File: src/rtl/bin2bcd_seq.sv
// Sequential shift-and-add-3 (double-dabble) binary-to-BCD converter.
// One conversion at a time; results are held between conversions.
module bin2bcd_seq #(
    parameter int unsigned IN_WIDTH = 16,
    parameter int unsigned DIGITS   = 5
) (
    input  logic                  clk,
    input  logic                  reset,
    input  logic                  start,
    input  logic [IN_WIDTH-1:0]   bin,
    output logic                  busy,
    output logic                  done,
    output logic [4*DIGITS-1:0]   bcd,
    output logic                  overflow,
    output logic [DIGITS-1:0]     blank
);

    // Scratch holds ceil(IN_WIDTH*log10(2))+1 digits so no value is ever lost.
    localparam int SD = int'((IN_WIDTH * 30103 + 99999) / 100000) + 1;
    localparam int CW = $clog2(IN_WIDTH + 1);
    localparam int SW = 4 * SD + IN_WIDTH;
    localparam logic [DIGITS-1:0] BlankRst = {DIGITS{1'b1}} << 1;

    typedef enum logic [0:0] {StIdle, StShift} state_e;

    state_e                state_q, state_d;
    logic [IN_WIDTH-1:0]   sreg_q, sreg_d;
    logic [4*SD-1:0]       scr_q, scr_d;
    logic [CW-1:0]         cnt_q, cnt_d;
    logic                  done_q, done_d;
    logic [4*DIGITS-1:0]   bcd_q, bcd_d;
    logic                  ovf_q, ovf_d;
    logic [DIGITS-1:0]     blank_q, blank_d;

    logic [4*SD-1:0]          adj;
    logic [SW-1:0]            step;
    logic [4*(SD+DIGITS)-1:0] scr_pad;
    logic [4*DIGITS-1:0]      res_bcd;
    logic                     res_ovf;
    logic [DIGITS-1:0]        res_blank;
    logic                     zero_run;

    always_comb begin
        state_d = state_q;
        sreg_d  = sreg_q;
        scr_d   = scr_q;
        cnt_d   = cnt_q;
        done_d  = 1'b0;
        bcd_d   = bcd_q;
        ovf_d   = ovf_q;
        blank_d = blank_q;

        adj = scr_q;
        for (int k = 0; k < SD; k++) begin
            if (scr_q[4*k+:4] >= 4'd5) adj[4*k+:4] = scr_q[4*k+:4] + 4'd3;
        end
        step = {adj, sreg_q} << 1;

        // Pad so the presented window and the overflow test work for any DIGITS vs SD.
        scr_pad   = {{(4*DIGITS){1'b0}}, step[SW-1:IN_WIDTH]};
        res_bcd   = scr_pad[4*DIGITS-1:0];
        res_ovf   = |(scr_pad >> (4*DIGITS));
        res_blank = '0;
        zero_run  = 1'b1;
        for (int k = int'(DIGITS) - 1; k >= 1; k--) begin
            zero_run     = zero_run & (res_bcd[4*k+:4] == 4'd0);
            res_blank[k] = zero_run & ~res_ovf;
        end

        unique case (state_q)
            StIdle: begin
                if (start) begin
                    sreg_d  = bin;
                    scr_d   = '0;
                    cnt_d   = CW'(IN_WIDTH);
                    state_d = StShift;
                end
            end
            StShift: begin
                sreg_d = step[IN_WIDTH-1:0];
                scr_d  = step[SW-1:IN_WIDTH];
                cnt_d  = cnt_q - CW'(1);
                if (cnt_q == CW'(1)) begin
                    done_d  = 1'b1;
                    bcd_d   = res_bcd;
                    ovf_d   = res_ovf;
                    blank_d = res_blank;
                    // Completing edge is also an accepting edge: back-to-back every IN_WIDTH.
                    if (start) begin
                        sreg_d = bin;
                        scr_d  = '0;
                        cnt_d  = CW'(IN_WIDTH);
                    end else begin
                        state_d = StIdle;
                    end
                end
            end
            default: state_d = StIdle;
        endcase
    end

    always_ff @(posedge clk) begin
        if (reset) begin
            state_q <= StIdle;
            sreg_q  <= '0;
            scr_q   <= '0;
            cnt_q   <= '0;
            done_q  <= 1'b0;
            bcd_q   <= '0;
            ovf_q   <= 1'b0;
            blank_q <= BlankRst;
        end else begin
            state_q <= state_d;
            sreg_q  <= sreg_d;
            scr_q   <= scr_d;
            cnt_q   <= cnt_d;
            done_q  <= done_d;
            bcd_q   <= bcd_d;
            ovf_q   <= ovf_d;
            blank_q <= blank_d;
        end
    end

    assign busy     = (state_q == StShift);
    assign done     = done_q;
    assign bcd      = bcd_q;
    assign overflow = ovf_q;
    assign blank    = blank_q;

endmodule

File: config.mk
export PLATFORM = sky130hd
export DESIGN_NAME = bin2bcd_seq
export DESIGN_NICKNAME = d
export VERILOG_FILES = /design/src/rtl/bin2bcd_seq.sv
export SDC_FILE = /design/constraint.sdc
export NUM_CORES = 1
export LEC_CHECK = 0
export BUFFER_PORTS_ARGS = -buffer_cell sky130_fd_sc_hd__buf_4
export CELL_PAD_IN_SITES_DETAIL_PLACEMENT = 0
export CELL_PAD_IN_SITES_GLOBAL_PLACEMENT = 1
export CORE_MARGIN = 10
export CORE_UTILIZATION = 45
export DETAILED_ROUTE_END_ITERATION = 10
export PLACE_DENSITY_LB_ADDON = 0.15
export SLEW_MARGIN = 15
export SYNTH_ARGS = -nofsm -noshare
export SYNTH_HDL_FRONTEND = slang
export SYNTH_SLANG_ARGS = --single-unit
export TNS_END_PERCENT = 1
File: constraint.sdc
create_clock -name clk -period 3.3 [get_ports clk]
set_input_delay 0.33 -clock clk [delete_from_list [all_inputs] [get_ports clk]]
set_output_delay 0.33 -clock clk [all_outputs]
set_load 0.01 [all_outputs]
[After elaboration in Yosys (flattened, before gate mapping)]
Cells that the tools add are included.
Word-level totals
  memory bits (writable): 0
  output and inout bits: 28
  bits in latches: 0
  bits in read-only memories: 0
  memories: 0
  register bits: 72
Operators by class
  divide/modulo/power cells: 0
  shifts and indexed selects: 0
  add/sub/neg operators: 7
  bitwise gates (word level): 9
  reduce and logical (&&, ||, !) cells: 7
  mux-type cells: 22
  equal/unequal tests: 2
  $mul: 0
  magnitude comparators: 6
Operators with widths (count)
  24-bit 2-to-1 mux: 3
  16-bit 2-to-1 mux: 3
  24-bit case mux with 2 select lines: 1
  16-bit case mux with 2 select lines: 1
  4-bit by 3-bit >= comparator with 1-bit output (second input constant): 6
  4-bit by 2-bit adder with 4-bit output (second input constant): 5
  4-bit 2-to-1 mux: 5
  4-bit zero test: 4
  5-bit 2-to-1 mux: 3
  5-bit case mux with 2 select lines: 1
  1-bit bitwise AND: 7
  5-bit by 1-bit == test with 1-bit output (second input constant): 1
  5-bit by 1-bit subtractor with 5-bit output (second input constant): 1
  4-bit OR reduction: 1
  3-bit by 2-bit adder with 3-bit output (second input constant): 1
  1-bit 2-to-1 mux: 3
  3-bit 2-to-1 mux: 1
  2-bit inequality test (second input constant): 1
  1-bit NOT: 2
  1-bit case mux with 2 select lines: 1
  2-bit AND reduction: 1
  2-bit OR reduction: 1

[Longest topological paths before layout]
Gate-level depths: netlist (run 1).
  depth in word-level cells: 7
  gate-level depth with buffers: 9

[Worst setup path after synthesis (run 1)]
Ideal clock, no wire load.
  kind: reg-to-reg
  start point: register scr_q[21]
  end point: register blank_q[3] (netlist: blank[3])
  path slack: 1446 ps
  stages on the path, launching flop included: 9
  required time: 3231 ps
  arrival: 1785 ps
  cells stage by stage: dfxtp_1 inv_1 ha_1 nand2b_1 a21oi_1 mux2i_1 nand3_1 or4_1 o21ai_1
On the way
  longest elaborated chain between the ends: 5
RTL lines
  start: declaration: line 28  | logic [4*SD-1:0] scr_q, scr_d;
  start signal: assignment: line 115  | scr_q <= scr_d;
  4-bit by 3-bit >= comparator with 1-bit output or 3-bit by 2-bit adder with 3-bit output (tied branches): line 55  | if (scr_q[4*k+:4] >= 4'd5) adj[4*k+:4] = scr_q[4*k+:4] + 4'd3;
  3-bit 2-to-1 mux (*): line 55
  4-bit OR reduction (*): line 62  | res_ovf = |(scr_pad >> (4*DIGITS));
  1-bit NOT (*): line 67  | res_blank[k] = zero_run & ~res_ovf;
  1-bit bitwise AND (*): line 67
  end signal: assignment: line 111  | blank_q <= BlankRst;
  end signal: assignment: line 120  | blank_q <= blank_d;
  end: declaration: line 33  | logic [DIGITS-1:0] blank_q, blank_d;
Every way passes the cells marked *; elsewhere a longest branch is shown, timed or not.
A chain may end at the register's enable or synchronous reset.

[Worst setup path after layout (run 1)]
  start point: register cnt_q[0]
  end point: register blank_q[3] (netlist: blank[3])
On the way
  longest elaborated chain between the ends: 2
RTL lines
  start: declaration: line 29  | logic [CW-1:0] cnt_q, cnt_d;
  start signal: assignment: line 116  | cnt_q <= cnt_d;
  5-bit by 1-bit == test with 1-bit output: line 83  | if (cnt_q == CW'(1)) begin
  2-bit AND reduction (no line)
Every way passes these cells.

==> results of run 1 <==
==> cell type report <==
type,instances,area share (%)
clock buffers,12,3.95
inverters,15,1.43
repair buffers,51,9.75
well taps,99,3.15
clock inverters,1,0.127
multi-input cells,307,44.9
flip-flops and latches,72,36.7
==> power groups by stage <==
| stage | registers [mW] | logic, mW | clock network (mW) |
|---|---|---|---|
| after floorplan | 0.940 | 0.111 | 0 |
| after global placement | 0.943 | 0.166 | 0 |
| after detailed placement | 0.943 | 0.168 | 0 |
| after CTS | 0.923 | 0.168 | 0.623 |
| after global routing | 0.927 | 0.188 | 0.661 |
| final | 0.923 | 0.166 | 0.603 |
==> per-layer routing <==
layer	wire length, um	up-vias
li1	-	1521
met1	3860	1357
met2	3690	53
met3	367	6
met4	61	0
met5	0	-
==> synth_stat cells (9+ instances only) <==
library cell   n
nor2_1        62
nand3_1        9
clkbuf_1      22
a21oi_1       41
dfxtp_1       72
inv_1         15
nand2b_1      10
ha_1          14
a22oi_1       14
a211oi_1       9
nand2_1       65
nor3_1        12
nor3b_1       10
o21ai_0       13
a311oi_1      17
==> path summary, 6_finish.rpt <==
| check | startpoint | to | slack [ns] | cells past startpoint |
|---|---|---|---|---|
| worst max-delay path | cnt_q[0] | blank[3] | 1.26 | 7 |
| worst min-delay path | start | cnt_q[2] | 0.23 | 2 |
| worst max register to register | cnt_q[0] | blank[3] | 1.26 | 7 |
| worst min register to register | bcd[14] | bcd[14] | 0.46 | 2 |
==> flip-flops by register name (all words and copies together), names as in the netlist <==
name,count
scr_q,24
bcd,20
cnt_q,5
blank,4
overflow,1
busy,1
done,1
sreg_q,16
==> cell families after synthesis <==
logic type,Yosys count
other cells,1
xor+xnor,8
flops,72
mux,7
buf+inv,44
fa+ha+maj,14
simple gates,176
compound gates,101
==> stage by stage <==
stage	hold WS, ns	instance area (um^2)	std cells	power, mW
2_1_floorplan	0.427	3380	423	1.05
3_3_place_gp	0.444	3770	544	1.11
3_5_place_dp	0.449	3770	544	1.11
4_1_cts	0.219	3930	557	1.72
5_1_grt	0.220	3930	557	1.78
6_report	0.231	3930	557	1.69
==> critical path, cell delays in order, from the launching register on <==
cell,delay (ns)
dfxtp_1,0.39
ha_1,0.18
nor4b_4,0.24
and2_1,0.17
buf_4,0.30
nand2_1,0.07
or4_1,0.50
o21ai_1,0.12
==> impl_metrics.ini, run 1 <==
[global_routing]
grt_overflow_total = 0
grt_busiest_layer = met2
met2_usage_pct = 22.5
grtUsageMet3_pct = 3.83
grt_pass1_wl_um = 13600
track_usage_pct = 14.3
grt_pass1_vias = 2848
grt_use_met1_pct = 18.0
antenna_found_initial = 0
grt_max_degree = 73

[power]
ir_drop_mv = 0.236
sequentialPowerShare_pct = 54.6
pwr-share-comb_pct = 9.8
power_switching_share_pct = 25.1
p_leak_nw = 1.52
p_sw_mw = 0.425
internal_power_mw = 1.27
p_per_area_nw_per_um2 = 431
p_clk_share_pct = 35.6

[outcome]
status = complete, no violations

[finish]
n_fill_cell = 755
mostFrequentLayoutCells = 72 x dfxtp_1, 65 x nand2_1, 62 x nor2_1
regArea_um2 = 1440
final_common_cell = dfxtp_1
fin_nets = 489
multiInputGateArea_um2 = 1760
final_core_util_pct = 53.8
area_delta_synth_final_pct = 16.1
antenna_cells = 0
drive_above_1_share_pct = 14.4

[yosys]
synth.avg_cell_area_um2 = 7.99
synthAdderAreaFrac_pct = 5.18
synth_warnings = 0
synth_ff_type = dfxtp_1
ys_async_sr_fraction_pct = 0
synth_xor_area_share_pct = 2.07
ys_ff_latch = 72
synth_cells = 423
synth_edf_count = 0
synth_top_area_share_pct = 42.6
synthMuxAreaShare_pct = 2.07
synth-simple-area-share_pct = 23.6
yosysTopAreaCell = dfxtp_1
syn_area_um2 = 3380
ys_types = 36
synth_nets = 456
synth_area_leaders = dfxtp_1 43%, nand2_1 7.2%, nor2_1 6.9%
synth_top_family_by_area = simple AND/OR/NAND/NOR gates
seq_area_frac_synth_pct = 42.6
synth-compound-area-share_pct = 19.1

[placement]
pre_cts_ws_ns = 1.28
hpwl_um = 5300
place_congestion = 0.867
placement.io_buffers = 45

[drt]
route.detailed.drc = 0
num_vias = 2937
viasPerCell = 5.27
routedWlPerCell_um = 14.3
ant_nets = 0
drt-pass1-iter-count = 5
drtIter0Drc = 125
routed_wl_um = 7980

[floorplanning]
fp.dieH_um = 107
ioPinCount = 47
dieWidth_um = 107
die_area_um2 = 11400
rows = 31
coreArea_um2 = 7290
start_util_pct = 46.4

[hold_path]
hold_path.class = primary input to flop

[timing]
fmax_mhz = 490
setup-tns-final_ns = 0
grt_setup_unrepaired = no
tightest_slew_ns = 0.767
slew_headroom_pct = 48.9
maxSlewViolCount = 0
finalCriticalPeriod_ns = 2.04
finalSetupViolCount = 0
hold_viol = 0
min_period_over_period_pct = 61.8
skew_ns = 0.0101
timing.final.ws_setup_ns = 1.26

[setup_path]
crit_fanout = 27
endpoint_kind = flop
crit_required_ns = 3.57
crit_arrival_ns = 2.31
worst-setup-path-type = flop to flop
start_kind = flop

[clock_tree]
clkSinkCount = 72
post-cts-setup-buffers = 0
htreeDepth = 3
cts-resized-gates = 0
clk_path_buf_depth = 2
cts_buffers = 9
cts_hold_buf = 0
clk_latency_ns = 0.34
cts_tree = yes
cts-root-buf = clkbuf_8
clk_pin_slew_ns = 0.08

[job]
drv_cap = 0
(Power assumes the default switching activity.)
==> run 2: changes to the inputs <==
--- a/config.mk
+++ b/config.mk
@@ -9,7 +9,7 @@
 export CELL_PAD_IN_SITES_DETAIL_PLACEMENT = 0
 export CELL_PAD_IN_SITES_GLOBAL_PLACEMENT = 1
 export CORE_MARGIN = 10
-export CORE_UTILIZATION = 45
+export CORE_UTILIZATION = 38
 export DETAILED_ROUTE_END_ITERATION = 10
 export PLACE_DENSITY_LB_ADDON = 0.15
 export SLEW_MARGIN = 15
==> constraint.sdc (replaced) <==
create_clock -name clk -period 1.74 [get_ports clk]
set_input_delay 0.174 -clock clk [delete_from_list [all_inputs] [get_ports clk]]
set_output_delay 0.174 -clock clk [all_outputs]
set_load 0.01 [all_outputs]
==> impl_metrics.ini, run 2 (synthesis gave the netlist of run 1 again) <==
[finish]
antenna_cells = 0
regMostFlops = scr_q
drive_above_1_share_pct = 30.4
largest_register_ffs = 24
area_delta_synth_final_pct = 35.6
final_common_cell = buf_4
mostFrequentLayoutCells = 92 x buf_4, 68 x dfxtp_1, 65 x nand2_1
final_core_util_pct = 52.8
fin_nets = 534
instances_no_fill = 614

[setup_path]
worst-setup-path-type = flop to flop
r2r_setup_slack_ns = -0.11
r2r_cells = 8
crit_fanout = 3
worstReg2RegStart = scr_q[21]
r2r-end = blank[3]
crit_required_ns = 2.02
endpoint_kind = flop
crit_arrival_ns = 2.13
start_kind = flop

[clock_tree]
cts_hold_buf = 0
htreeDepth = 3
clk_pin_slew_ns = 0.08
cts-root-buf = clkbuf_8
clk_path_buf_depth = 2
clk_latency_ns = 0.34
clkSinkCount = 72
cts_buffers = 9
cts_tree = yes

[timing]
fmax_mhz = 540
finalCriticalPeriod_ns = 1.85
min_period_over_period_pct = 106
grt_setup_unrepaired = yes
maxSlewViolCount = 0
timing.final.ws_setup_ns = -0.112
skew_ns = 0.0103
hold-worst-slack_ns = 0.0679
finalSetupViolCount = 3
hold_viol = 0

[job]
drv_cap = 0

[global_routing]
grt_pass1_wl_um = 14800
antenna_found_initial = 0
grt_max_degree = 39
track_usage_pct = 13.7
grt_overflow_total = 0
grt_pass1_vias = 3034

[drt]
num_vias = 3149
routedWlPerCell_um = 14.7
route.detailed.drc = 0
drtIter0Drc = 132
routed_wl_um = 9010
viasPerCell = 5.13
ant_nets = 0
drt-pass1-iter-count = 4

[outcome]
status = finished, violations left
violations = negative setup slack

[hold_path]
min-delay-start = start
worstHoldEndpoint = cnt_q[2]
holdPathStages = 2
hold_path.class = primary input to flop

[placement]
pre_cts_ws_ns = -0.136
placement.io_buffers = 45
hpwl_um = 6080
dp.cells = 595
place_congestion = 0.839

[power]
power_mw = 3.54
p_leak_nw = 1.83
ir_drop_mv = 0.345
p_per_area_nw_per_um2 = 773

[floorplanning]
fp.dieH_um = 114
coreArea_um2 = 8680
dieWidth_um = 114
ioPinCount = 47
rows = 34
die_area_um2 = 13100
start_util_pct = 39.0
## run 2: worst max-delay path by stage
stage | slack (ns) | start | endpoint
detailed placement | -0.14 | scr_q[9] | blank[1]
finish | -0.11 | scr_q[21] | blank[3]
floorplan | 0.004 | scr_q[9] | blank[3]
CTS | -0.03 | scr_q[21] | blank[3]
global route | -0.23 | scr_q[21] | blank[3]
global placement | -0.06 | scr_q[9] | blank[1]
## run 2: cell type report
cell class / count / area, um^2
Fill cell: 844 / 4100
Multi-Input combinational cell: 307 / 1960
Sequential cell: 72 / 1450
Timing Repair Buffer: 96 / 762
Clock buffer: 14 / 183
Tap cell: 108 / 135
Inverter: 15 / 61.3
Clock inverter: 2 / 35.0
## run 2: where the power goes
group | switching, mW | total [mW] | internal, mW | leakage (nW)
clock network | 0.604 | 1.42 | 0.819 | 0.113
registers | 0.0422 | 1.75 | 1.71 | 0.588
logic | 0.211 | 0.373 | 0.162 | 1.13
## run 2: critical path, cell delays in order, from the launching register on
cell      delay, ns
dfxtp_2        0.35
inv_4          0.05
ha_4           0.14
nand2b_4       0.14
a21oi_4        0.16
mux2i_1        0.19
nand3_1        0.14
or4_4          0.50
o21ai_2        0.11
## run 2: metal layers
layer | vias up | global-route usage [%] | part of all wire (%)
met4 | 0 | 3.76 | 0.54
met2 | 42 | 21.8 | 48
li1 | 1614 | - | -
met3 | 4 | 3.72 | 4.2
met1 | 1489 | 17.8 | 48
met5 | - | 0 | 0
## run 2: repair_timing
item,in CTS,in global routing
resized for setup,11,40
setup buffers,1,2
pin swaps,6,5
endpoints found under the setup margin,3,62
## run 2: per-stage QoR
stage / cell area [um^2] / TNS, ns
2_1_floorplan: 3410 / 0
3_3_place_gp: 4150 / -0.0811
3_5_place_dp: 4150 / -0.243
4_1_cts: 4400 / -0.0336
5_1_grt: 4580 / -2.83
6_report: 4580 / -0.208
==> run 3: changes to the inputs <==
--- a/config.mk
+++ b/config.mk
@@ -8,7 +8,6 @@
 export BUFFER_PORTS_ARGS = -buffer_cell sky130_fd_sc_hd__buf_4
 export CELL_PAD_IN_SITES_DETAIL_PLACEMENT = 0
 export CELL_PAD_IN_SITES_GLOBAL_PLACEMENT = 1
-export CORE_MARGIN = 10
 export CORE_UTILIZATION = 38
 export DETAILED_ROUTE_END_ITERATION = 10
 export PLACE_DENSITY_LB_ADDON = 0.15
==> impl_metrics.ini, run 3 (synthesis gave the netlist of run 1 again) <==
[power]
p_per_area_nw_per_um2 = 816
internal_power_mw = 2.83
ir_drop_mv = 0.378
pwr-share-comb_pct = 9.9
p_sw_mw = 0.922
power_mw = 3.75
p_leak_nw = 1.83
power_switching_share_pct = 24.6
sequentialPowerShare_pct = 46.7
p_clk_share_pct = 43.4

[timing]
skew_ns = 0.0127
timing.final.ws_setup_ns = -0.0173
hold-worst-slack_ns = 0.0401
finalSetupViolCount = 1
hold_viol = 0
grt_setup_unrepaired = yes
fmax_mhz = 569
finalCriticalPeriod_ns = 1.76
min_period_over_period_pct = 101
maxSlewViolCount = 0

[setup_path]
crit_arrival_ns = 2.06
cpLargestDelayFamily = simple AND/OR/NAND/NOR gates
endpoint_kind = flop
start_kind = flop
cp_slowest_cell = or4_1
r2r-end = blank[3]
crit_buf_inv = 1
worstReg2RegStart = scr_q[16]
r2r_setup_slack_ns = -0.02
crit_required_ns = 2.04
r2r_cells = 8
worst-setup-path-type = flop to flop
cp_cell_sequence = inv_1 -> ha_4 -> nand2b_4 -> nor3b_1 -> a21oi_1 -> nand3_1 -> or4_1 -> o21ai_1
crit_fanout = 5
critPathMaxStageDelay_ns = 0.41

[global_routing]
grt_max_degree = 47
grt_overflow_total = 0
grt_pass1_vias = 2910
grtUsageMet3_pct = 4.58
grt_pass1_wl_um = 13600
track_usage_pct = 19.3
met2_usage_pct = 32.3
antenna_found_initial = 0
grt_busiest_layer = met2
grt_use_met1_pct = 24.1

[placement]
hpwl_um = 5600
placement.io_buffers = 45
pre_cts_ws_ns = -0.157
dpl_cell_area_um2 = 4160
place_congestion = 0.798

[clock_tree]
clkSinkCount = 72
clk_pin_slew_ns = 0.09
clk_latency_ns = 0.36
cts_buffers = 9
cts_hold_buf = 0
htreeDepth = 3
clk_path_buf_depth = 2
cts-root-buf = clkbuf_8
cts_tree = yes

[hold_path]
holdPathStages = 2
hold_path.class = primary input to flop
min-delay-start = start
worstHoldEndpoint = cnt_q[2]

[floorplanning]
rows = 34
coreArea_um2 = 8680
die_area_um2 = 9280
ioPinCount = 47
start_util_pct = 39.0
fp.dieH_um = 96.3
dieWidth_um = 96.3

[drt]
drtIter0Drc = 111
num_vias = 3103
routedWlPerCell_um = 13.7
route.detailed.drc = 0
routed_wl_um = 8390
drt-pass1-iter-count = 4
viasPerCell = 5.09
ant_nets = 0

[finish]
mostFrequentLayoutCells = 87 x buf_4, 65 x dfxtp_1, 63 x nand2_1
antenna_cells = 0
regMostFlops = scr_q
final_common_cell = buf_4
drive_above_1_share_pct = 30.1
largest_register_ffs = 24
stdcell_area_um2 = 4600
area_delta_synth_final_pct = 35.9
n_fill_cell = 834
fin_nets = 530

[outcome]
status = finished, violations left
violations = negative setup slack

[job]
drv_cap = 0
run 3: timing repair:
action,4_1_cts,5_1_grt
setup endpoints to repair,4,46
buffers inserted,2,0
resized for setup,22,24
pin swaps,6,11
gates cloned,0,0
run 3: worst max path at each step:
| stage | startpoint | to | cells after the start | slack, ns |
|---|---|---|---|---|
| finish | scr_q[16] | blank[3] | 8 | -0.02 |
| global route | scr_q[13] | blank[3] | 7 | -0.14 |
| CTS | scr_q[9] | blank[3] | 8 | -0.03 |
| detailed placement | scr_q[9] | blank[1] | 9 | -0.16 |
| global placement | scr_q[9] | blank[1] | 9 | -0.04 |
| floorplan | scr_q[9] | blank[3] | 8 | 0.004 |
run 3: layer usage:
metal,part of all wire (%),vias to the layer above
met1,47,1440
met3,3.9,10
met4,1.3,0
met2,47,54
met5,0,-
li1,-,1599
run 3: area by class of cell:
class | count | area (um^2) | share of cell area [%]
timing repair buffer | 92 | 753 | 16.4
clock buffer | 9 | 124 | 2.70
tap | 108 | 135 | 2.94
clock inverter | 7 | 119 | 2.59
multi-input combinational | 307 | 1960 | 42.6
inverter | 15 | 58.8 | 1.28
sequential | 72 | 1450 | 31.6
run 3: power groups by stage:
stage / Clock, mW / Sequential, mW / Combinational [mW]
floorplan: 0 / 1.78 / 0.210
global placement: 0 / 1.79 / 0.357
detailed placement: 0 / 1.79 / 0.363
CTS: 1.67 / 1.75 / 0.366
global route: 1.75 / 1.76 / 0.408
finish: 1.63 / 1.75 / 0.372
run 3: metrics by stage:
step / setup TNS, ns / util [%] / std cells
after global routing: -0.707 / 53.0 / 610
after global placement: -0.0656 / 48.0 / 592
after CTS: -0.0281 / 52.0 / 610
after detailed placement: -0.308 / 48.0 / 592
after floorplan: 0 / - / 423
final: -0.0173 / 53.0 / 610
